## src/rtl/vending_machine_param.sv

```systemverilog
// Parametrised vending controller: multi-coin or online payment, per-product stock, change return.
// Optional inactivity-timeout refund in COLLECT is enabled by defining VEND_TIMEOUT_EN.
module vending_machine_param #(
    parameter int NUM_PRODUCTS   = 8,
    parameter int SEL_W          = 3,
    parameter int AMT_W          = 8,
    parameter int PRICE_BASE     = 20,
    parameter int PRICE_STEP     = 5,
    parameter int STOCK_W        = 4,
    parameter int INIT_STOCK     = 2,
    parameter int TIMEOUT_CYCLES = 16
) (
    input  logic               clock,
    input  logic               rst,
    input  logic               start,
    input  logic               cancel,
    input  logic [SEL_W-1:0]   product_sel,
    input  logic               coin_valid,
    input  logic [AMT_W-1:0]   coin_value,
    input  logic               online_payment,
    input  logic               restock,
    input  logic [STOCK_W-1:0] restock_qty,
    output logic [2:0]         state,
    output logic [AMT_W-1:0]   product_price,
    output logic [AMT_W-1:0]   credit,
    output logic               dispense_product,
    output logic [SEL_W-1:0]   dispensed_id,
    output logic [AMT_W-1:0]   return_change,
    output logic               change_valid,
    output logic               sold_out
);

    typedef enum logic [2:0] {
        S_IDLE     = 3'd0,
        S_SELECT   = 3'd1,
        S_COLLECT  = 3'd2,
        S_DISPENSE = 3'd3,
        S_CHANGE   = 3'd4,
        S_REFUND   = 3'd5
    } state_t;

    localparam logic [SEL_W:0] NUM_P = NUM_PRODUCTS[SEL_W:0];

    function automatic logic [AMT_W-1:0] price_of(input logic [SEL_W-1:0] idx);
        price_of = AMT_W'(PRICE_BASE + int'(idx) * PRICE_STEP);
    endfunction

    state_t             state_r;
    logic [SEL_W-1:0]   sel_r;
    logic [AMT_W-1:0]   change_r;
    logic [STOCK_W-1:0] stock_r [NUM_PRODUCTS];

    logic               sel_ok_s;
    logic [AMT_W:0]     coin_sum_s;
    logic [AMT_W-1:0]   credit_next_s;
    logic [AMT_W-1:0]   refund_amt_s;
    logic [STOCK_W:0]   restock_sum_s;
    logic [STOCK_W-1:0] restock_sat_s;

`ifdef VEND_TIMEOUT_EN
    localparam int TO_W = $clog2(TIMEOUT_CYCLES + 1);
    localparam logic [TO_W-1:0] TO_LAST = TO_W'(TIMEOUT_CYCLES - 1);
    logic [TO_W-1:0] idle_cnt_r;
`endif

    assign state = state_r;

    // Saturating credit/stock arithmetic and refund amount for the current cycle.
    always_comb begin
        sel_ok_s   = ({1'b0, product_sel} < NUM_P);
        coin_sum_s = {1'b0, credit} + {1'b0, coin_value};
        if (coin_sum_s[AMT_W]) begin
            credit_next_s = '1;
        end else begin
            credit_next_s = coin_sum_s[AMT_W-1:0];
        end
        if (coin_valid) begin
            refund_amt_s = credit_next_s;
        end else begin
            refund_amt_s = credit;
        end
        restock_sum_s = {1'b0, stock_r[product_sel]} + {1'b0, restock_qty};
        if (restock_sum_s[STOCK_W]) begin
            restock_sat_s = '1;
        end else begin
            restock_sat_s = restock_sum_s[STOCK_W-1:0];
        end
    end

    // Transaction FSM with stock bookkeeping; all outputs registered here.
    always_ff @(posedge clock or negedge rst) begin
        if (!rst) begin
            state_r          <= S_IDLE;
            sel_r            <= '0;
            change_r         <= '0;
            product_price    <= '0;
            credit           <= '0;
            dispense_product <= 1'b0;
            dispensed_id     <= '0;
            return_change    <= '0;
            change_valid     <= 1'b0;
            sold_out         <= 1'b0;
            for (int i = 0; i < NUM_PRODUCTS; i++) begin
                stock_r[i] <= STOCK_W'(INIT_STOCK);
            end
`ifdef VEND_TIMEOUT_EN
            idle_cnt_r       <= '0;
`endif
        end else begin
            dispense_product <= 1'b0;
            dispensed_id     <= '0;
            change_valid     <= 1'b0;
            return_change    <= '0;
            sold_out         <= 1'b0;
            case (state_r)
                S_IDLE: begin
                    if (start) begin
                        if (sel_ok_s) begin
                            if (stock_r[product_sel] != '0) begin
                                sel_r         <= product_sel;
                                product_price <= price_of(product_sel);
                                state_r       <= S_SELECT;
                            end else begin
                                sold_out <= 1'b1;
                            end
                        end
                    end else if (restock && sel_ok_s) begin
                        stock_r[product_sel] <= restock_sat_s;
                    end
                end
                S_SELECT: begin
                    state_r <= S_COLLECT;
`ifdef VEND_TIMEOUT_EN
                    idle_cnt_r <= '0;
`endif
                end
                S_COLLECT: begin
                    if (cancel) begin
                        // A coin landing with cancel is folded into the refund.
                        credit        <= refund_amt_s;
                        change_valid  <= (refund_amt_s != '0);
                        return_change <= refund_amt_s;
                        state_r       <= S_REFUND;
                    end else if (online_payment) begin
                        change_r         <= credit;
                        dispense_product <= 1'b1;
                        dispensed_id     <= sel_r;
                        state_r          <= S_DISPENSE;
                    end else if (coin_valid) begin
                        credit <= credit_next_s;
`ifdef VEND_TIMEOUT_EN
                        idle_cnt_r <= '0;
`endif
                        if (credit_next_s >= product_price) begin
                            change_r         <= credit_next_s - product_price;
                            dispense_product <= 1'b1;
                            dispensed_id     <= sel_r;
                            state_r          <= S_DISPENSE;
                        end
                    end
`ifdef VEND_TIMEOUT_EN
                    else if (idle_cnt_r == TO_LAST) begin
                        change_valid  <= (credit != '0);
                        return_change <= credit;
                        state_r       <= S_REFUND;
                    end else begin
                        idle_cnt_r <= idle_cnt_r + TO_W'(1);
                    end
`endif
                end
                S_DISPENSE: begin
                    stock_r[sel_r] <= stock_r[sel_r] - STOCK_W'(1);
                    change_valid   <= (change_r != '0);
                    return_change  <= change_r;
                    state_r        <= S_CHANGE;
                end
                S_CHANGE: begin
                    credit        <= '0;
                    product_price <= '0;
                    change_r      <= '0;
                    state_r       <= S_IDLE;
                end
                S_REFUND: begin
                    credit        <= '0;
                    product_price <= '0;
                    state_r       <= S_IDLE;
                end
                default: begin
                    state_r <= S_IDLE;
                end
            endcase
        end
    end

endmodule

```

## config.mk

```make
export PLATFORM = sky130hd
export DESIGN_NAME = vending_machine_param
export DESIGN_NICKNAME = d
export VERILOG_FILES = /design/src/rtl/vending_machine_param.sv
export SDC_FILE = /design/constraint.sdc
export NUM_CORES = 1
export LEC_CHECK = 0
export BUFFER_PORTS_ARGS = -buffer_cell sky130_fd_sc_hd__buf_2
export CORE_UTILIZATION = 25
export DETAILED_ROUTE_END_ITERATION = 16
export PLACE_DENSITY = 0.45
export REMOVE_ABC_BUFFERS = 1
export SYNTH_ARGS = -nofsm -noshare
export SYNTH_HDL_FRONTEND = slang
export SYNTH_SLANG_ARGS = --single-unit
```

## constraint.sdc

```tcl
create_clock -name clock -period 8.7 [get_ports clock]
set_input_delay 0.435 -clock clock [delete_from_list [all_inputs] [get_ports clock]]
set_output_delay 0.435 -clock clock [all_outputs]
set_load 0.01 [all_outputs]
```

==> metrics.csv, run 1 <==
stage,metric,value,unit
floorplanning,die_area,21100,sq um
logic_synthesis,avgSynthCellArea,9.01,sq um
global_routing,met3_usage,3.14,%
clock_network,clock-sinks,75,
final_layout,final_common_cell,dfrtp_1,
routing,totalWireLength,15700,um
global_routing,grt_first_pass_wirelength,25600,um
logic_synthesis,syn_inst,569,
routing,drtAntennaViolNets,0,
routing,drcViolationCount,0,
power_and_ir_drop,p_leak,2.57,nW
critical_path,end_kind,flip-flop,
routing,drt-initial-drc-count,305,
global_routing,grt_util_all_layers,15.4,%
place,dp_hpwl,11600,um
sta,period_share,55.9,%
place,portBuffers,53,
sta,worst_slew_margin_rel,30.1,%
logic_synthesis,synth_largest_area_cell,dfrtp_1,
logic_synthesis,yosysWarningCount,0,
clock_network,cts_hold_repair.buffers,0,
power_and_ir_drop,switching_power,0.00105,W
power_and_ir_drop,power_density,380,nW/um^2
global_routing,grt_max_degree,76,
final_layout,drive_above_1_share,16.2,%
power_and_ir_drop,p_comb_share,53.7,%
final_layout,final_net_count,656,
power_and_ir_drop,sequentialPowerShare,30.1,%
final_layout,num-fill-cells,2156,
logic_synthesis,synth-edff-count,0,
global_routing,grt_pass1_vias,4596,
run_status,status,completed,
final_layout,final_area,5900,sq um
power_and_ir_drop,p_clk_share,16.2,%
place,place_congestion,0.868,
floorplanning,dieWidth,145,um
logic_synthesis,synthArstFlopShare,100,%
place,detailed_place.area,5620,sq um
clock_network,cts_root_buffer,clkbuf_16,
routing,dr_total_vias,4606,
floorplanning,core_area,20200,sq um
global_routing,gr-total-overflow,0,
clock_network,htreeDepth,3,
sta,drv_slew,0,
power_and_ir_drop,power_switching_share,46.7,%
clock_network,cts_resized,0,
sta,finalHoldViolations,0,
routing,avgViaCountPerCell,5.23,
clock_network,cts_tree,built,
global_routing,antenna_found_initial,0,
sta,worstMarginPinSlew,1.02,ns
sta,max_freq,0.205,GHz
logic_synthesis,synth_seq_cells,75,
sta,finClkSkew,0.0139,ns
logic_synthesis,synthTopCellsByArea,"dfrtp_1 (33%), ha_1 (6.1%), dfstp_2 (4.1%)",
floorplanning,start_util,25.4,%
final_layout,mostFrequentLayoutCells,"dfrtp_1 (67), nand2_1 (54), buf_2 (52)",
global_routing,gr-max-usage-layer,met2,
critical_path,crit_path_start_kind,flip-flop,
clock_network,cts_buffer_depth,2,
clock_network,post_cts_buffers,0,
global_routing,met2_usage,23.7,%
clock_network,cts-buffers-inserted,9,
final_layout,diodes,0,
power_and_ir_drop,internal_power,0.00119,W
clock_network,insertion_delay,0.35,ns
logic_synthesis,synth_top_area_share,32.7,%
routing,wl_per_cell,17.9,um
final_layout,area.growth.synth_to_final,15.1,%
sta,finalWorstPathRequiredPeriod,4.87,ns
floorplanning,num_rows,52,
logic_synthesis,ys.flop_type,dfrtp_1,
power_and_ir_drop,vdd_ir_drop_max,152,uV
logic_synthesis,netlist_area,5130,sq um
critical_path,path_class,reg -> reg,
clock_network,clk_pin_slew,0.06,ns
floorplanning,pin_count,55,
worst_hold_path,hp-class,in -> async,
job,drv_cap,0,
critical_path,worst-endpoint-required,8.92,ns
logic_synthesis,yosysSeqAreaShare,36.8,%
critical_path,critPathMaxFanout,12,
sta,grt_setup_unrepaired,false,
critical_path,arrival,5.09,ns
logic_synthesis,ys_types,66,
routing,drt_first_pass_iters,5,
sta,setup_viol,0,
global_routing,gr-usage-met1,21.6,%
floorplanning,die_h,145,um
sta,tns,0,ns
-- worst paths after layout --
path | start | to | slack [ns] | cells after the start
worst max-delay path | credit[0] | dispensed_id[2] | 3.83 | 13
worst min-delay path | rst | stock_r[12] | 0.25 | 1
worst max register to register | credit[0] | dispensed_id[2] | 3.83 | 13
worst min register to register | stock_r[10] | stock_r[10] | 0.52 | 2
max in group asynchronous | rst | credit[1] | 7.81 | 1
min in group clock | cancel | state[2] | 0.44 | 3
-- cells by family after synthesis --
kind of cell | synth area share, %
multiplexers | 7.03
AO/OA/AOI/OAI | 24.9
other | 0.0731
XOR/XNOR | 1.54
adder cells (fa/ha/maj) | 7.66
AND/OR/NAND/NOR | 17.4
buffers and inverters | 4.66
flip-flops | 36.8
-- cell usage after synthesis (4+ instances only) --
master / count
and3_1: 5
mux2i_1: 21
a21o_1: 5
nand2_1: 54
inv_1: 25
nand2b_1: 8
o22ai_1: 17
a211oi_1: 6
buf_1: 6
o211ai_1: 4
fa_1: 4
o21ai_1: 11
nor2_1: 43
o221ai_1: 9
xnor2_1: 4
ha_1: 25
a31oi_1: 4
dfrtp_1: 67
nand3_1: 17
buf_2: 8
a22o_1: 24
nor2b_1: 15
and2_1: 6
o21ai_0: 32
o21a_1: 6
a21oi_1: 24
o2bb2ai_1: 5
a22oi_1: 10
mux2_1: 6
nor4_1: 6
xor2_1: 5
clkbuf_1: 15
dfstp_2: 8
nor3_1: 15
-- metal layers --
layer  vias to the layer above  part of all wire, %
met3                        15                  4.3
met4                         0                  1.0
met1                      2276                   49
li1                       2194                    -
met5                         -                    0
met2                       121                   46
-- state kept, by name, summed over array words and instances (netlist names) --
name and count:
product_price 7, dispense_product 1, state 3, sold_out 1, change_valid 1, change_r 8, return_change 8, dispensed_id 3
sel_r 3, stock_r 32, credit 8
-- worst max-delay path, stage by stage, from the launching register on --
cell,delay [ns]
dfrtp_1,0.44
ha_1,0.24
fa_1,0.43
a211oi_1,0.36
o31a_1,0.24
a21oi_1,0.17
a2111oi_0,0.90
inv_1,0.12
ha_1,0.38
o21a_1,0.16
o21a_1,0.18
or4_1,0.46
o21a_1,0.39
and2_1,0.26
-- power groups by stage --
stage                     Clock [W]  Sequential, W  Combinational, W
final                      0.000364       0.000675           0.00120
after global routing       0.000390       0.000701           0.00134
after CTS                  0.000377       0.000675           0.00120
after detailed placement          0       0.000681           0.00119
after global placement            0       0.000676           0.00117
after floorplan                   0       0.000653          0.000833
-- stage by stage --
stage	total power [W]	hold slack [ns]	setup slack [ns]	cells	utilization [%]
finish	0.00224	0.246	3.83	880	29.3
global placement	0.00185	0.509	4.02	864	27.9
CTS	0.00225	0.285	3.83	880	29.3
detailed placement	0.00187	0.507	3.77	864	27.9
global route	0.00243	0.312	3.38	880	29.3
floorplan	0.00149	0.139	4.55	538	-
-- final cells by class --
cell class                 instances  area, sq um  share of cell area (%)
multi-input combinational        436         3000                    50.8
sequential                        75         1890                    32.0
tap                              270          338                    5.72
timing repair buffer              56          290                    4.92
clock buffer                      10          239                    4.05
inverter                          27          101                    1.72
clock inverter                     6         46.3                   0.784
(Power assumes the default switching activity.)
==> run 2, diff against run 1 <==
--- a/config.mk
+++ b/config.mk
@@ -5,10 +5,11 @@
 export SDC_FILE = /design/constraint.sdc
 export NUM_CORES = 1
 export LEC_CHECK = 0
+export ABC_AREA = 1
 export BUFFER_PORTS_ARGS = -buffer_cell sky130_fd_sc_hd__buf_2
 export CORE_UTILIZATION = 25
 export DETAILED_ROUTE_END_ITERATION = 16
-export PLACE_DENSITY = 0.45
+export PLACE_DENSITY = 0.46
 export REMOVE_ABC_BUFFERS = 1
 export SYNTH_ARGS = -nofsm -noshare
 export SYNTH_HDL_FRONTEND = slang
==> constraint.sdc (replaced) <==
create_clock -name clock -period 4.1 [get_ports clock]
set_input_delay 0.205 -clock clock [delete_from_list [all_inputs] [get_ports clock]]
set_output_delay 0.205 -clock clock [all_outputs]
set_load 0.01 [all_outputs]
==> run 2 against run 1 <==
The flow now finishes with violations (hold timing). Clock skew fell by 0.010 ns. Core utilization fell by 0.11 points. First-iteration DRC count rose by 10%. Cell area rose by 8.1%. Sequential share of layout area fell by 2.4 points. Combinational power rose to 2.8 times the previous value. Largest cell class unchanged. Highest routed layer unchanged.
==> metrics.csv, run 2 <==
stage,metric,value,unit
sta,finalWorstPathRequiredPeriod,3.47,ns
logic_synthesis,yosysWarningCount,0,
clock_network,htreeDepth,3,
floorplanning,num_rows,54,
logic_synthesis,yosysMostFrequentCell,nand2_1,
routing,drt-initial-drc-count,336,
place,numPlacedInstances,1126,
critical_path,worst-endpoint-required,4.33,ns
sta,worst_slack,0.629,ns
sta,finClkSkew,0.00361,ns
final_layout,largest_reg_flops,32,
logic_synthesis,ys_types,50,
final_layout,area.growth.synth_to_final,13.9,%
critical_path,ff2ff_path_depth,16,
critical_path,worst-path-buf-inv,0,
sta,setup_viol,0,
floorplanning,start_util,25.6,%
routing,wl_per_cell,15.6,um
final_layout,diodes,0,
job,drv_cap,0,
routing,avgViaCountPerCell,4.70,
critical_path,cpMostUsedCell,nand2_1,
floorplanning,dieWidth,152,um
place,dp_hpwl,13500,um
global_routing,grt_pass1_vias,5162,
routing,dr_total_vias,5368,
final_layout,final_cells,1142,
global_routing,antenna_found_initial,0,
routing,totalWireLength,17800,um
critical_path,path_class,reg -> reg,
sta,worstMarginPinSlew,1.02,ns
critical_path,critPathMaxFanout,12,
logic_synthesis,synthArstFlopShare,100,%
sta,drv_slew,0,
final_layout,top_register,stock_r,
logic_synthesis,synth_top_area_share,29.9,%
critical_path,r2r_start,credit[0],
logic_synthesis,synth_largest_area_cell,dfrtp_1,
logic_synthesis,synth_compound_area_share,16.2,%
logic_synthesis,synth_seq_cells,75,
critical_path,arrival,3.71,ns
sta,finalHoldViolations,4,
logic_synthesis,synth-xor-area-share,0.960,%
sta,period_share,84.6,%
logic_synthesis,ys.flop_type,dfrtp_1,
critical_path,crit_path_max_incr_delay,0.46,ns
floorplanning,core_area,21900,sq um
critical_path,crit_path_start_kind,flip-flop,
floorplanning,die_h,152,um
sta,max_freq,0.288,GHz
floorplanning,pin_count,55,
clock_network,cts_buffer_depth,2,
logic_synthesis,synth_fa_ha_area_share,7.01,%
clock_network,cts-buffers-inserted,9,
run_status,violations,hold timing,
logic_synthesis,synthTopCellsByArea,"dfrtp_1 (30%), nand2_1 (16%), inv_1 (8.0%)",
clock_network,cts_hold_repair.buffers,0,
clock_network,clock-sinks,75,
floorplanning,die_area,23000,sq um
final_layout,mostFrequentLayoutCells,"nand2_1 (241), inv_1 (120), dfrtp_1 (67)",
logic_synthesis,netlist_area,5610,sq um
routing,drt_first_pass_iters,5,
critical_path,worst_path_max_delay_cell,a21oi_2,
routing,drcViolationCount,0,
sta,grt_setup_unrepaired,false,
sta,worst_slew_margin_rel,31.8,%
critical_path,r2r_end,change_r[5],
place,place_congestion,0.860,
final_layout,drive_above_1_share,15.3,%
worst_hold_path,hp-class,in -> async,
logic_synthesis,syn_inst,806,
place,pre_cts_ws,0.628,ns
clock_network,insertion_delay,0.35,ns
critical_path,path_cells,ha_1 > fa_1 > nand3_1 > nand2_1 > a21oi_2 > nand3_1 > ha_1 > nand2_1 > o31ai_1 > a21oi_1 > nand2_1 > nand2_1 > nand2_2 > nand2_4 > nand2_1 > nand2_1,
run_status,status,finished with violations,
clock_network,cts_tree,built,
power_and_ir_drop,power_density,844,nW/um^2
logic_synthesis,yosysSeqAreaShare,33.7,%
sta,tns,0,ns
place,portBuffers,53,
critical_path,end_kind,flip-flop,
global_routing,grt_first_pass_wirelength,27800,um
logic_synthesis,synth-edff-count,0,
power_and_ir_drop,p_leak,3.34,nW
clock_network,cts_resized,0,
logic_synthesis,synth_top_family_by_area,simple AND/OR/NAND/NOR gates,
sta,holdWs,-0.00995,ns
global_routing,grt_util_all_layers,16.1,%
clock_network,clk_pin_slew,0.06,ns
global_routing,grt_max_degree,76,
logic_synthesis,avgSynthCellArea,6.95,sq um
global_routing,gr-total-overflow,0,
clock_network,post_cts_buffers,0,
logic_synthesis,yosys.area_share.simple,29.9,%
power_and_ir_drop,vdd_ir_drop_max,372,uV
final_layout,final_common_cell,nand2_1,
clock_network,cts_root_buffer,clkbuf_16,
logic_synthesis,synthTopCellsByCount,"nand2_1 (241), inv_1 (120), dfrtp_1 (67)",
final_layout,fin_util,29.2,%
critical_path,ff2ff_setup_slack,0.63,ns
routing,drtAntennaViolNets,0,
critical_path,path_delay_family,adder cells,
final_layout,final_net_count,908,
logic_synthesis,synth_mux_area_share,0,%
## run 2: cell types whose count changed after synthesis, moves of 15 or more
cell	delta
nand2_1	+187
inv_1	+95
a21oi_1	+27
nand3_1	+27
a22o_1	-23
mux2i_1	-21
nand4_1	+15
nor2b_1	-15
## run 2: metrics by stage
step / cell area [sq um] / total power [W]
2_1_floorplan: 5440 / 0.00349
3_3_place_gp: 6100 / 0.00463
3_5_place_dp: 6100 / 0.00461
4_1_cts: 6380 / 0.00541
5_1_grt: 6380 / 0.00586
6_report: 6380 / 0.00539
## run 2: worst max-delay path by stage
stage / from / cells after the start / to / slack [ns]
final: credit[0] / 16 / change_r[5] / 0.63
after global routing: credit[0] / 18 / change_r[5] / 0.29
after detailed placement: credit[0] / 18 / change_r[5] / 0.63
after floorplan: credit[0] / 18 / change_r[0] / 0.99
after CTS: credit[0] / 18 / change_r[5] / 0.63
after global placement: credit[0] / 18 / change_r[3] / 0.70
## run 2: cell families (layout without fill, tap and decap cells)
family	count (synthesis)	after routing
and+or+nand+nor	386	386
AOI/OAI and AO/OA	156	156
buffers and inverters	155	211
DFF	75	75
adders and majority gates	29	29
xor gates and xnor gates	4	4
other	1	1
## run 2: layout make-up
cell class	count	area (sq um)
Fill cell	2474	15500
Multi-Input combinational cell	576	3040
Sequential cell	75	1890
Inverter	136	513
Tap cell	280	350
Timing Repair Buffer	59	313
Clock buffer	9	225
Clock inverter	7	57.6
## run 2: where the power goes
part	switching [W]	internal [W]	total (W)
Sequential	0.000253	0.00106	0.00131
Combinational	0.00224	0.00106	0.00330
Clock	0.000362	0.000419	0.000781
Total	0.00285	0.00254	0.00539
## run 2: metal layers
layer | global-route usage (%) | routed length (um) | up-vias
met5 | 0 | 0 | -
met4 | 5.10 | 348 | 0
met3 | 2.81 | 767 | 21
met2 | 28.3 | 8610 | 144
met1 | 19.9 | 8100 | 2496
li1 | - | - | 2707
==> run 3, diff against run 2 <==
--- a/config.mk
+++ b/config.mk
@@ -5,7 +5,7 @@
 export SDC_FILE = /design/constraint.sdc
 export NUM_CORES = 1
 export LEC_CHECK = 0
-export ABC_AREA = 1
+export ABC_AREA = 0
 export BUFFER_PORTS_ARGS = -buffer_cell sky130_fd_sc_hd__buf_2
 export CORE_UTILIZATION = 25
 export DETAILED_ROUTE_END_ITERATION = 16
==> constraint.sdc (replaced) <==
create_clock -name clock -period 2.8 [get_ports clock]
set_input_delay 0.14 -clock clock [delete_from_list [all_inputs] [get_ports clock]]
set_output_delay 0.14 -clock clock [all_outputs]
set_load 0.01 [all_outputs]
==> run 3 against run 2 <==
The run ends with hold timing, setup timing left. Cell count down 15%. Largest cell class unchanged. Die area down 8.4%. Largest power group unchanged. Clock skew up 0.0079 ns. Combinational power up 52%. Setup slack worse by 1.6 ns.
==> metrics.csv, run 3 (synthesis gave the netlist of run 1 again) <==
stage,metric,value,unit
floorplanning,core_area,20200,sq um
run_status,violations,"hold timing, setup timing",
clock_network,cts_tree,built,
floorplanning,start_util,25.4,%
sta,finalHoldViolations,32,
global_routing,gr-max-usage-layer,met2,
final_layout,diodes,0,
global_routing,met2_usage,26.3,%
critical_path,worst-endpoint-required,3.02,ns
global_routing,grt_max_degree,76,
power_and_ir_drop,vdd_ir_drop_max,456,uV
sta,period_share,135,%
sta,drv_slew,0,
clock_network,htreeDepth,3,
critical_path,path_cells,ha_2 > fa_2 > a211oi_2 > o31a_1 > a21oi_4 > nor2_2 > ha_2 > fa_2 > nor2b_2 > o31a_1 > o21a_1 > o21a_1 > or4_4 > o21a_4 > mux2i_1,
clock_network,clk_pin_slew,0.06,ns
routing,drt_first_pass_iters,4,
critical_path,arrival,4.00,ns
floorplanning,pin_count,55,
run_status,status,finished with violations,
critical_path,path_delay_family,compound AO/OA/AOI/OAI gates,
critical_path,worst_path_max_delay_cell,or4_4,
sta,setup_viol,13,
sta,worst_slack,-0.981,ns
global_routing,antenna_found_initial,0,
sta,worstMarginPinSlew,1.02,ns
place,dp_hpwl,13100,um
critical_path,critPathLaunch,credit[0],
final_layout,mostFrequentLayoutCells,"buf_4 (97), dfrtp_1 (67), nand2_1 (54)",
floorplanning,die_area,21100,sq um
global_routing,gr-usage-met1,23.5,%
sta,tns,-12.57,ns
floorplanning,dieWidth,145,um
power_and_ir_drop,total_power,0.00830,W
routing,totalWireLength,17300,um
final_layout,final_cells,975,
global_routing,grt_util_all_layers,16.9,%
final_layout,final_net_count,751,
routing,drt-initial-drc-count,263,
sta,holdWs,-0.0535,ns
final_layout,final_common_cell,buf_4,
critical_path,path_class,reg -> reg,
sta,grt_setup_unrepaired,true,
clock_network,cts_root_buffer,clkbuf_16,
sta,finalWorstPathRequiredPeriod,3.78,ns
final_layout,largest_reg_flops,32,
critical_path,crit_path_start_kind,flip-flop,
clock_network,clock-sinks,75,
global_routing,grt_first_pass_wirelength,27700,um
critical_path,end_kind,flip-flop,
global_routing,met3_usage,3.27,%
critical_path,critPathMaxFanout,6,
final_layout,num-fill-cells,2140,
sta,finClkSkew,0.0116,ns
final_layout,drive_above_1_share,30.8,%
power_and_ir_drop,p_leak,3.08,nW
clock_network,cts-buffers-inserted,9,
final_layout,area.growth.synth_to_final,32.2,%
place,pre_cts_ws,-1.43,ns
critical_path,worst-path-buf-inv,0,
clock_network,cts_buffer_depth,2,
critical_path,cp.depth,15,
critical_path,ff2ff_setup_slack,-0.98,ns
floorplanning,die_h,145,um
critical_path,r2r_start,credit[0],
critical_path,crit_path_max_incr_delay,0.47,ns
sta,worst_slew_margin_rel,32.0,%
routing,drcViolationCount,0,
critical_path,ff2ff_path_depth,15,
routing,avgViaCountPerCell,5.10,
global_routing,gr-total-overflow,0,
power_and_ir_drop,power_density,1220,nW/um^2
routing,dr_total_vias,4972,
job,drv_cap,0,
floorplanning,num_rows,52,
routing,wl_per_cell,17.8,um
place,numPlacedInstances,950,
final_layout,top_register,stock_r,
sta,max_freq,0.264,GHz
place,portBuffers,53,
place,place_congestion,0.945,
global_routing,grt_pass1_vias,5017,
clock_network,insertion_delay,0.35,ns
critical_path,r2r_end,change_r[1],
routing,drtAntennaViolNets,0,
worst_hold_path,hp-class,in -> async,
critical_path,endpoint,change_r[1],
-- run 3: layout make-up --
class	count	area (sq um)	share of cell area, %
Multi-Input combinational cell	437	3130	46.2
Sequential cell	75	1890	27.8
Inverter	27	101	1.50
Timing Repair Buffer	150	1000	14.7
Tap cell	270	338	4.98
Clock inverter	5	77.6	1.14
Clock buffer	11	243	3.58
-- run 3: repair_timing --
action / CTS / global route
setup endpoints to repair: 31 / 50
resized for setup: 18 / 13
pin swaps: 5 / 7
hold buffers: 0 / 0
buffers inserted: 4 / 4
cloned: 1 / 0
-- run 3: how the worst min path moves through the flow --
stage                     from     endpoint  slack (ns)  cells past startpoint
final                      rst  stock_r[12]       -0.05                      1
after global routing       rst   stock_r[8]        0.03                      1
after CTS                  rst   stock_r[0]       0.003                      1
after detailed placement   rst  stock_r[28]        0.37                      1
after global placement     rst  stock_r[12]        0.36                      1
after floorplan            rst  change_r[0]       -0.16                      0
-- run 3: report_power, final --
group          leakage (nW)  internal (W)  switching, W
Combinational          1.99       0.00239       0.00263
Clock                 0.156      0.000802      0.000480
Sequential            0.932       0.00156      0.000439
Total                  3.08       0.00475       0.00355
-- run 3: metrics by stage --
step | utilization, % | cell area (sq um)
after global placement | 31.1 | 6260
final | 33.6 | 6780
after floorplan | - | 4990
after global routing | 33.6 | 6780
after CTS | 33.2 | 6690
after detailed placement | 31.1 | 6260
-- run 3: metal layers --
layer | vias up | part of all wire (%)
li1 | 2387 | -
met4 | 0 | 1.6
met1 | 2438 | 49
met5 | - | 0
met3 | 29 | 4.2
met2 | 118 | 45
